`src/rtl/ms_maze_tx_chk_pkg.sv`:
```
// Shared definitions for the 15x15 maze-solver stimulus/checker (ms_maze_tx_chk).
// Holds geometry constants, the checker FSM state encoding, the error-code
// encoding reported on err_code, and the cell index helper.
package ms_pkg;

  localparam int N         = 15;
  localparam int CELLS     = N * N;
  localparam int TIMEOUT   = 4096;
  localparam int MAX_STEPS = 225;

  localparam logic [3:0] START_X = 4'd0;
  localparam logic [3:0] START_Y = 4'd0;
  localparam logic [3:0] GOAL_X  = 4'(N - 1);
  localparam logic [3:0] GOAL_Y  = 4'(N - 1);

  typedef enum logic [2:0] {
    S_IDLE,
    S_SEND,
    S_WAIT,
    S_CHECK,
    S_REPORT
  } state_t;

  typedef enum logic [2:0] {
    ERR_OK            = 3'd0,
    ERR_TIMEOUT       = 3'd1,
    ERR_BAD_START     = 3'd2,
    ERR_NOT_ADJ       = 3'd3,
    ERR_WALL          = 3'd4,
    ERR_BAD_END       = 3'd5,
    ERR_WRONG_VERDICT = 3'd6,
    ERR_PROTOCOL      = 3'd7
  } err_t;

  // Bit index of cell (x,y): y*15+x, done as (y<<4)-y+x to avoid a multiplier.
  function automatic logic [7:0] cell_idx(input logic [3:0] x, input logic [3:0] y);
    return ({y, 4'b0000} - {4'b0000, y}) + {4'b0000, x};
  endfunction

endpackage

```
`src/rtl/ms_maze_tx_chk_ser.sv`:
```
// ms_maze_ser: bit-serial maze transmitter.
// Ports:
//   clk, rst_n   clock, synchronous active-low reset
//   start_i      load data_i and begin a 225-cycle burst next cycle
//   abort_i      drop the burst immediately (protocol error upstream)
//   data_i       maze bits, bit 0 sent first
//   in_valid_o   serial strobe, high for exactly CELLS cycles per burst
//   maze_o       current serial bit (0 when idle)
//   last_o       high on the cycle carrying bit CELLS-1
module ms_maze_ser
  import ms_pkg::*;
(
  input  logic             clk,
  input  logic             rst_n,
  input  logic             start_i,
  input  logic             abort_i,
  input  logic [CELLS-1:0] data_i,
  output logic             in_valid_o,
  output logic             maze_o,
  output logic             last_o
);

  logic [CELLS-1:0] sh_q;
  logic [7:0]       cnt_q;
  logic             vld_q;

  assign last_o     = vld_q && (cnt_q == 8'(CELLS - 1));
  assign in_valid_o = vld_q;
  // Shifting right empties the register, so maze_o idles at 0 after a burst.
  assign maze_o     = sh_q[0];

  // NOTE: state registers use non-blocking assignments so every flop samples
  // pre-edge values regardless of statement order.
  always_ff @(posedge clk) begin
    if (!rst_n) begin
      // NOTE: the wide shift register is reset too, since maze must read 0
      // straight out of reset.
      sh_q  <= '0;
      cnt_q <= '0;
      vld_q <= 1'b0;
    end else if (abort_i) begin
      sh_q  <= '0;
      cnt_q <= '0;
      vld_q <= 1'b0;
    end else if (start_i) begin
      sh_q  <= data_i;
      cnt_q <= '0;
      vld_q <= 1'b1;
    end else if (vld_q) begin
      sh_q  <= sh_q >> 1;
      cnt_q <= cnt_q + 8'd1;
      if (last_o) vld_q <= 1'b0;
    end
  end

endmodule

```
`config.mk`:
```
export PLATFORM = sky130hd
export DESIGN_NAME = ms_maze_ser
export DESIGN_NICKNAME = d
export VERILOG_FILES = /design/src/rtl/ms_maze_tx_chk_pkg.sv /design/src/rtl/ms_maze_tx_chk_ser.sv
export SDC_FILE = /design/constraint.sdc
export NUM_CORES = 1
export LEC_CHECK = 0
export ABC_AREA = 1
export BUFFER_PORTS_ARGS = -buffer_cell sky130_fd_sc_hd__buf_2
export CAP_MARGIN = 0
export CORE_ASPECT_RATIO = 1.5
export CORE_UTILIZATION = 52
export DETAILED_ROUTE_END_ITERATION = 7
export PLACE_DENSITY = 0.81
export SLEW_MARGIN = 10
export SYNTH_ARGS = -nofsm -noshare
export SYNTH_HDL_FRONTEND = slang
export SYNTH_SLANG_ARGS = --single-unit
```
`constraint.sdc`:
```
create_clock -name clk -period 2.5 [get_ports clk]
set_clock_uncertainty 0.15 [all_clocks]
set_input_delay 0.75 -clock clk [delete_from_list [all_inputs] [get_ports clk]]
set_output_delay 0.75 -clock clk [all_outputs]
set_load 0.02 [all_outputs]
```
==> metrics.txt, run 1 <==
P_leak roughly 4.5 nW; Via Count slightly below 10000; combinational group share of total power under 10%; Syn Area/Cell between 7 and 8 um2; Clock Path Buffers 3; status finished clean; total track usage between 20% and 30%; max-capacitance violation count 0; post-DP HPWL 16.1 mm; layout cells sized above 1 about a fifth; CP max stage delay roughly 360 ps; GRT Max-Usage Layer met2; largest net degree at the start of global routing about 110; Setup TNS Final 0 ps; Pins Over Slew Limit 0; Placed Instance Area about 11000 um2; final number of hold-violating endpoints 0; clk sinks around 230; Ys Warns 0; reg2reg start in_valid_o; period utilization a little over nine tenths; Reg2Reg Depth 3; Worst slew margin 66.8%; Critical Path RT about 1600 ps; Clock Latency Late Sink around 500 ps; Reg clk slew, reported paths 60 ps; share of power burned in registers a little under half; top cell type's share of synthesized area approximately half; top cells by area, synth dfxtp_1 49%, nand2_1 22%, a31oi_1 14%; area of the multi-input gates around 4400 um2; Worst Tran Pin Value around 500 ps; type of the worst setup path reg2out; final wirelength around 26 mm; global route total overflow 0; met1 usage 33.1%; met2 Track Usage GR 46.1%; PortBufs between 200 and 250; unrepaired setup endpoints after global routing true; post-synthesis cell count approximately 1300; Area Growth Syn to Fin 22.8%; Hold Path Cell Cnt 2; worst ir drop on vdd ~0.44 mV; total CTS buffers 23; CP bufs+invs 2; # setup viols final 0; core area 18100 um2; Root Driver clkbuf_16; DRC Markers 0; worst hold endpoint sh_q[224]; vias in the first global route between 9000 and 10000; CP Launch Type register; min Tclk post-route approximately 2500 ps; Mapped Area a little under 10000 um2; routed len/inst approximately 15 um; met3 usage 4.55%; I/O pins about 230; Power Dens Cells just over 700 nW/um2; Max Freq around 0.41 GHz; Internal 6.51 mW; Chip Height roughly 170 um; DIE AREA around 19000 um2; EDFF count, synth 0; fin area about 12000 um2; CP max-delay cell dfxtp_4; Synth area leader dfxtp_1; Fill cells ~1600; Min-Delay Path Class reg2reg; Starting Density between 50% and 60%; Most used DFF post-synth dfxtp_1; syn_nets 1543; Arr. time, crit path approximately 1600 ps; instance count on the critical path 6; crit-path max FO 4; Yosys reg bits around 230; asr flop ratio synth 0%; Net Sw Frac 23.2%; hold buffers post-CTS 0; FF-to-FF End sh_q[2]; Top delay family on crit path simple AND/OR/NAND/NOR gates; Initial DRT Pass Iterations 5; Yosys cell types 22; row count 60; register area share after synthesis around half; GP Congestion roughly 0.77; Hold Startpoint sh_q[224]; cell with the most instances after synthesis nand2_1; critical-path cell list inv_4 > ha_4 > nor3b_4 > nand2_1 > nor2_1 > buf_4; Clk network pwr share a little under half; Final ANT Viol Nets 0; crit end category output pin; final net count around 1700; first-pass GRT wire length approximately 42 mm; vias per std cell roughly 5.6; H-tree Lvls 1; Die Width about 110 um; Starting DRT DRC Count 930; R2R Setup Slk 870 ps; Seq. cell area between 4000 and 5000 um2; initial antenna violation count 4; CTS tree done; Net Sw Power 1.97 mW; commonest cells in the netlist 574 x nand2_1, 234 x dfxtp_1, 220 x a31oi_1, 127 x nand3_1, 39 x clkbuf_1
-- through the flow --
step	power (mW)	util, %	hold WS (ps)	std cells	setup WS [ps]
floorplan	4.40	-	291	1312	530
global placement	4.71	60.4	302	1703	488
finish	8.47	65.5	315	1750	36.8
CTS	8.52	65.2	314	1745	0.958
global route	8.78	65.5	338	1748	-49.1
detailed placement	4.72	60.4	305	1703	429
-- how the worst max path moves through the flow --
stage,startpoint,to,slack (ps)
after floorplan,cnt_q[0],last_o,530
final,cnt_q[0],last_o,40
after global routing,cnt_q[1],last_o,-50
after CTS,cnt_q[0],last_o,1
after detailed placement,abort_i,cnt_q[0],430
after global placement,abort_i,cnt_q[0],490
-- registers in the layout, indices dropped and copies added (netlist names) --
signal / flops
sh_q: 225
cnt_q: 8
in_valid_o: 1
-- tightest hold or removal path: cells and delay by family, from the launching register on --
family | cells | cell delay, ps
DFF | 1 | 310
and+or+nand+nor | 1 | 60
AOI/OAI and AO/OA | 1 | 50
-- final cells by class --
class | instances | area share (%)
clock inverters | 13 | 1.68
flip-flops and latches | 234 | 39.6
multi-input cells | 949 | 36.9
diodes | 2 | 0.0422
well taps | 248 | 2.62
inverters | 18 | 0.655
clock buffers | 29 | 5.48
repair buffers | 257 | 13.1
-- cell usage in the layout, fill, tap and decap left out, drive strengths merged --
master / instances
nand2: 574
buf: 257
dfxtp: 234
a31oi: 220
nand3: 127
clkbuf: 29
inv: 19
nor2: 11
a21oi: 7
clkinv: 5
bufinv: 5
nor3: 4
diode: 2
clkinvlp: 2
ha: 2
nor3b: 1
xnor2: 1
o21ai: 1
nand4: 1
-- timing repair --
item | CTS | global route
endpoints found under the setup margin | 1 | 1
buffers inserted | 0 | 3
pin swaps | 0 | 2
gates resized for setup | 2 | 10
-- cell families after synthesis --
kind of cell             after synthesis  synth area share, %
AO/OA/AOI/OAI                        228                 14.7
buffers and inverters                129                 6.57
flip-flops                           234                 48.5
AND/OR/NAND/NOR                      718                 29.9
adder cells (fa/ha/maj)                2                0.259
XOR/XNOR                               1               0.0907
-- power groups by stage --
stage / combinational [mW] / clock [mW] / sequential [mW]
floorplan: 0.431 / 0 / 3.97
global placement: 0.722 / 0 / 3.99
detailed placement: 0.730 / 0 / 3.99
CTS: 0.733 / 3.88 / 3.91
global route: 0.808 / 4.05 / 3.92
finish: 0.733 / 3.83 / 3.91
-- per-layer routing --
metal	part of all wire (%)	up-vias	wire length, um
met5	0.10	-	27
met4	2.5	4	637
met3	6.5	57	1670
met2	49	390	12700
met1	42	4581	10800
li1	-	4769	-
(Power assumes the default switching activity.)
==> run 2: changes to the inputs <==
- CELL_PAD_IN_SITES_DETAIL_PLACEMENT: not set -> 1
- CELL_PAD_IN_SITES_GLOBAL_PLACEMENT: not set -> 1
- CORE_UTILIZATION: 52 -> 41
- PLACE_DENSITY: 0.81 -> 0.88
- RECOVER_POWER: not set -> 50
- TNS_END_PERCENT: not set -> 30
==> metrics.txt, run 2 (synthesis results as in run 1) <==
Root Driver clkbuf_16; register bank with the most flops sh_q; commonest cells after routing, fill and taps aside 573 x nand2_1, 229 x dfxtp_1, 229 x buf_2; core area 23100 um2 (+27%); routed len/inst 16.5 um (+12%); Net Sw Power 2.04 mW (+3.5%); crit-path max FO 2 (-2); period utilization 98.2% (-0.33 points); I/O pins 232 (unchanged); final number of hold-violating endpoints 0 (unchanged); initial antenna violation count 0 (-4); R2R Setup Slk 560 ps (-310 ps); status finished clean; Clock Path Buffers 3 (unchanged); share of power burned in registers 45.6% (-0.6 points); Placed Cells 1766 (+3.7%); Clk network pwr share 45.6% (+0.4 points); CP Launch Type register; layout cells sized above 1 20.7% (+0.067 points); vias in the first global route 10300 (+11%); max-capacitance violation count 0 (unchanged); Reg clk slew, reported paths 60 ps (about the same); Pins Over Slew Limit 0 (unchanged); unrepaired setup endpoints after global routing true; Max Freq 0.407 GHz (+0.34%); type of the worst setup path reg2out; Starting Density 41.9% (-11 points); Min-Delay Path Class reg2reg; CTS tree done; row count 68 (+13%); Starting DRT DRC Count 507 (-45%); Fill cells 2974 (+88%); Final ANT Viol Nets 0 (unchanged); PortBufs 231 (unchanged); clk sinks 234 (unchanged); Worst slew margin 4.46% (-62 points); max reg flops 225 (unchanged); Chip Height 190 um (+12%); crit end category output pin; Internal 6.55 mW (+0.61%); H-tree Lvls 1 (unchanged); combinational group share of total power 8.8% (+0.2 points); Initial DRT Pass Iterations 4 (-1); min Tclk post-route 2450 ps (-8.29 ps); vias per std cell 5.46 (-2.6%); Net Sw Frac 23.7% (+0.51 points); total CTS buffers 24 (+4.3%); commonest non-fill, non-tap cell in the layout nand2_1; first-pass GRT wire length 49.6 mm (+17%); final net count 1716 (+0.12%); Post-Layout Cell Count 1815 (+3.7%); P_leak 4.46 nW (-0.30%); final wirelength 29.9 mm (+16%); Arr. time, crit path 1550 ps (about the same); CP max stage delay 320 ps (-40 ps); Critical Path RT 1600 ps (about the same); critical-path cell list inv_2 > ha_4 > nor3b_4 > nand2_1 > nor2_2 > buf_6; Setup TNS Final 0 ps (unchanged); global route total overflow 0 (unchanged); Area Growth Syn to Fin 23.4%; Worst Tran Pin Value 1430 ps (+935 ps); DRC Markers 0 (unchanged); total track usage 25.0% (-1.6 points); Clock Latency Late Sink 520 ps (about the same); Via Count 9902 (+1.0%); GP Congestion 0.757 (-1.9%); Die Width 127 um (+12%); # setup viols final 0 (unchanged); Final Core Density 51.7% (-14 points); CP max-delay cell dfxtp_2; antenna diode count 0 (-2); worst ir drop on vdd 0.479 mV (+10%); largest net degree at the start of global routing 137 (+27%); post-DP HPWL 19.0 mm (+18%); DIE AREA 24200 um2 (+26%); Power Dens Cells 720 nW/um2 (+0.73%)
[run 2: changes by cell type in the layout (fill, tap and decap cells not counted), moves of 2 or more]
cell / before / now
clkinv_2: 5 / 1
buf_12: 15 / 12
clkbuf_1: 2 / 5
clkbuf_8: 3 / 6
dfxtp_2: 1 / 4
dfxtp_1: 231 / 229
diode_2: 2 / 0
[run 2: cell type report]
class | count | area, um2 | area share, %
timing repair buffer | 258 | 1520 | 12.7
inverter | 18 | 75.1 | 0.630
clock buffer | 35 | 723 | 6.07
sequential | 234 | 4690 | 39.4
tap | 315 | 394 | 3.31
clock inverter | 6 | 133 | 1.11
multi-input combinational | 949 | 4380 | 36.8
[run 2: timing repair]
item                       CTS  global route
hold buffers                 0             0
setup endpoints to repair    1             1
setup buffers                6             2
pin swaps                    2             3
gates resized for setup     12             4
cloned                       0             0
[run 2: per-stage QoR]
stage / hold WS [ps] / total power [mW] / setup slack [ps] / area [um2]
CTS: 323 / 8.66 / -18.9 / 11900
finish: 324 / 8.58 / 45.1 / 11900
global route: 344 / 8.89 / -20.7 / 11900
detailed placement: 314 / 4.75 / 323 / 11000
floorplan: 291 / 4.40 / 530 / 9650
global placement: 305 / 4.73 / 379 / 11000
[run 2: per-layer routing]
metal	vias up	GRT usage [%]	wire length, um	part of all wire (%)
li1	4773	-	-	-
met1	4830	29.2	12400	41
met2	233	45.8	15500	52
met3	66	3.21	1120	3.8
met4	0	9.62	969	3.2
met5	-	0	0	0
[run 2: worst max-delay path, delay by kind of cell (launching register included)]
| kind | cells | cell delay, ps |
|---|---|---|
| buffers and inverters | 2 | 200 |
| flip-flops | 1 | 320 |
| adder cells (fa/ha/maj) | 1 | 120 |
| AND/OR/NAND/NOR | 3 | 390 |
[run 2: worst paths after layout]
path               from         to  cells after the start
max            cnt_q[1]     last_o                      6
min           sh_q[192]  sh_q[191]                      2
max reg2reg  in_valid_o    sh_q[7]                      3
min reg2reg   sh_q[192]  sh_q[191]                      2
[run 2: power by group through the flow]
stage / sequential, mW / combinational (mW) / clock [mW]
CTS: 3.91 / 0.763 / 3.99
global route: 3.93 / 0.836 / 4.13
floorplan: 3.97 / 0.431 / 0
detailed placement: 3.99 / 0.753 / 0
global placement: 3.99 / 0.741 / 0
finish: 3.92 / 0.754 / 3.91
==> run 3: changes to the inputs <==
- ABC_AREA: 1 -> not set
- CORE_UTILIZATION: 41 -> 44
- PLACE_DENSITY: 0.88 -> 0.89
==> metrics.txt, run 3 <==
status finished with violations; violated checks negative setup slack; Final ANT Viol Nets 0 (unchanged); Setup WS post-layout -36.7 ps (-81.9 ps); crit-path max FO 2 (unchanged); Starting DRT DRC Count 337 (-34%); Net Sw Frac 23.9% (+0.15 points); CP max-delay cell dfxtp_4; final net count 1678 (-2.2%); CTS tree done; vias per std cell 5.29 (-3.0%); reg2reg start in_valid_o; final number of hold-violating endpoints 0 (unchanged); EDFF count, synth 0 (unchanged); commonest non-fill, non-tap cell in the layout nand2_1; Synth area leader dfxtp_1; pre-CTS setup slack 378 ps (+54.8 ps); routed len/inst 16.9 um (+2.6%); Root Driver clkbuf_16; Clk network pwr share 41.3% (-4.3 points); CP bufs+invs 2 (unchanged); DIE AREA 25100 um2 (+3.7%); Ys Warns 0 (unchanged); commonest cells after routing, fill and taps aside 452 x nand2_1, 231 x dfxtp_1, 229 x a21oi_1, 229 x buf_2, 224 x mux2_2; Power Dens Cells 632 nW/um2 (-12%); final wirelength 30.2 mm (+0.72%); period utilization 101% (+3.3 points); Most used DFF post-synth dfxtp_1; Arr. time, crit path 1640 ps (+90 ps); Min-Delay Path Class in2reg; Area Growth Syn to Fin 19.2%; max-capacitance violation count 0 (unchanged); GP Congestion 0.763 (+0.86%); CP max stage delay 340 ps (+20 ps); I/O pins 232 (unchanged); first-pass GRT wire length 48.4 mm (-2.4%); row count 69 (+1.5%); hold buffers post-CTS 0 (unchanged); core area 23800 um2 (+3.3%); post-synthesis cell count 1272 (-3.0%); vias in the first global route 10200 (-0.99%); Hold Startpoint data_i[103]; # setup viols final 1 (+1); DRC Markers 0 (unchanged); Mapped Area 10700 um2 (+11%); min Tclk post-route 2540 ps (+81.9 ps); Yosys reg bits 234 (unchanged); worst ir drop on vdd 0.582 mV (+21%); R2R Setup Slk 630 ps (+70 ps); register bank with the most flops sh_q; commonest cells in the netlist 452 x nand2_1, 234 x dfxtp_1, 229 x a21oi_1, 224 x mux2_2, 52 x clkbuf_1; total track usage 23.7% (-1.2 points); Placed Instance Area 12100 um2 (+11%); register area share after synthesis 43.6% (-4.9 points); Top delay family on crit path simple AND/OR/NAND/NOR gates; initial antenna violation count 7 (+7); Worst Tran Pin Value 755 ps (-678 ps); Via Count 9423 (-4.8%); worst hold endpoint sh_q[103]; layout cells sized above 1 35.4% (+15 points); PortBufs 231 (unchanged); top cells by area, synth dfxtp_1 44%, mux2_2 23%, nand2_1 16%; Fin Hold WS 347 ps (+22.5 ps); Starting Density 45.1% (+3.2 points); Internal 6.17 mW (-5.8%); Hold Path Cell Cnt 3 (+1); Pins Over Slew Limit 0 (unchanged); post-DP HPWL 19.8 mm (+4.4%); Yosys cell types 27 (+23%); Clock Latency Late Sink 490 ps (-30 ps); critical-path cell list inv_2 > ha_4 > nand4_1 > nor4_2 > and2_1 > buf_6; Die Width 130 um (+1.8%); share of power burned in registers 48.2% (+2.6 points); Syn Area/Cell 8.45 um2 (+15%); Reg2Reg Depth 4 (+1); P_leak 5.37 nW (+20%); Worst slew margin 49.7% (+45 points); Initial DRT Pass Iterations 4 (unchanged); unrepaired setup endpoints after global routing true; CP Launch Type register; Final Core Density 53.8% (+2.1 points); Reg clk slew, reported paths 60 ps (about the same); cell with the most instances after synthesis nand2_1; H-tree Lvls 1 (unchanged); Net Sw Power 1.93 mW (-5.0%); total CTS buffers 23 (-4.2%); combinational group share of total power 10.5% (+1.7 points); syn_nets 1503 (-2.6%); type of the worst setup path reg2out; max reg flops 225 (unchanged); crit end category output pin; fin area 12800 um2 (+7.5%); clk sinks 234 (unchanged); Clock Path Buffers 3 (unchanged); largest net degree at the start of global routing 108 (-21%); top cell type's share of synthesized area 43.6% (-4.9 points); Chip Height 193 um (+1.8%); asr flop ratio synth 0% (unchanged); Max Freq 0.394 GHz (-3.2%); FF-to-FF End sh_q[96]; global route total overflow 0 (unchanged); Critical Path RT 1600 ps (about the same)
-- run 3: cell count changes in the layout (fill, tap and decap cells not counted), moves of 4 or more --
| cell | previous run | this run |
|---|---|---|
| a21oi_1 | 7 | 229 |
| nand3_1 | 127 | 0 |
| buf_12 | 12 | 6 |
| mux2_2 | 0 | 224 |
| a31oi_1 | 220 | 0 |
| inv_1 | 13 | 0 |
| clkbuf_4 | 1 | 5 |
| buf_4 | 13 | 9 |
| nand2_1 | 573 | 452 |
-- run 3: worst reg2reg max path, delay by kind of cell (launching register included) --
| family | cells | cell delay, ps |
|---|---|---|
| buffers and inverters | 1 | 530 |
| multiplexers | 1 | 460 |
| flip-flops | 1 | 430 |
| AND/OR/NAND/NOR | 1 | 90 |
| AO/OA/AOI/OAI | 1 | 80 |
-- run 3: power by group through the flow --
stage          Sequential (mW)  Combinational [mW]  Clock, mW
2_1_floorplan             3.96               0.539          0
3_3_place_gp              3.98               0.829          0
3_5_place_dp              3.99               0.860          0
4_1_cts                   3.91               0.877       3.41
5_1_grt                   3.92               0.938       3.58
6_report                  3.91               0.851       3.34
-- run 3: what timing repair did --
action                                  4_1_cts  5_1_grt
resized for setup                             9        1
endpoints found under the setup margin        1        1
buffers inserted                              3        0
pin swaps                                     4        2
-- run 3: final cells by class --
| class | count | area, um2 |
|---|---|---|
| Antenna cell | 3 | 7.51 |
| Sequential cell | 234 | 4690 |
| Fill cell | 2880 | 11000 |
| Inverter | 3 | 15.0 |
| Clock buffer | 34 | 667 |
| Multi-Input combinational cell | 934 | 5590 |
| Timing Repair Buffer | 251 | 1390 |
| Clock inverter | 3 | 40.0 |
| Tap cell | 319 | 399 |
-- run 3: logic make-up after synthesis --
| kind of cell | synth area share [%] |
|---|---|
| AND/OR/NAND/NOR | 16.8 |
| flip-flops | 43.6 |
| AO/OA/AOI/OAI | 10.9 |
| multiplexers | 23.6 |
| buffers and inverters | 4.59 |
| XOR/XNOR | 0.326 |
| adder cells (fa/ha/maj) | 0.233 |
-- run 3: worst max path at each step --
stage | endpoint | slack [ps] | startpoint | depth (start not counted)
global route | last_o | -80 | cnt_q[0] | 6
floorplan | last_o | 480 | in_valid_o | 4
CTS | last_o | -120 | cnt_q[0] | 6
finish | last_o | -40 | cnt_q[0] | 6
global placement | last_o | 440 | cnt_q[0] | 6
detailed placement | last_o | 380 | cnt_q[0] | 6
-- run 3: metrics by stage --
step / cells / total power [mW] / setup TNS (ps)
floorplan: 1272 / 4.50 / 0
global placement: 1738 / 4.81 / 0
detailed placement: 1738 / 4.85 / 0
CTS: 1778 / 8.19 / -116
global route: 1780 / 8.43 / -127
finish: 1781 / 8.10 / -36.7
-- run 3: routing by layer --
layer,vias up,part of all wire (%),GRT usage [%]
li1,4594,-,-
met1,4536,38,24.7
met2,214,54,45.6
met3,71,4.8,4.45
met4,8,3.1,8.87
met5,-,0.15,0
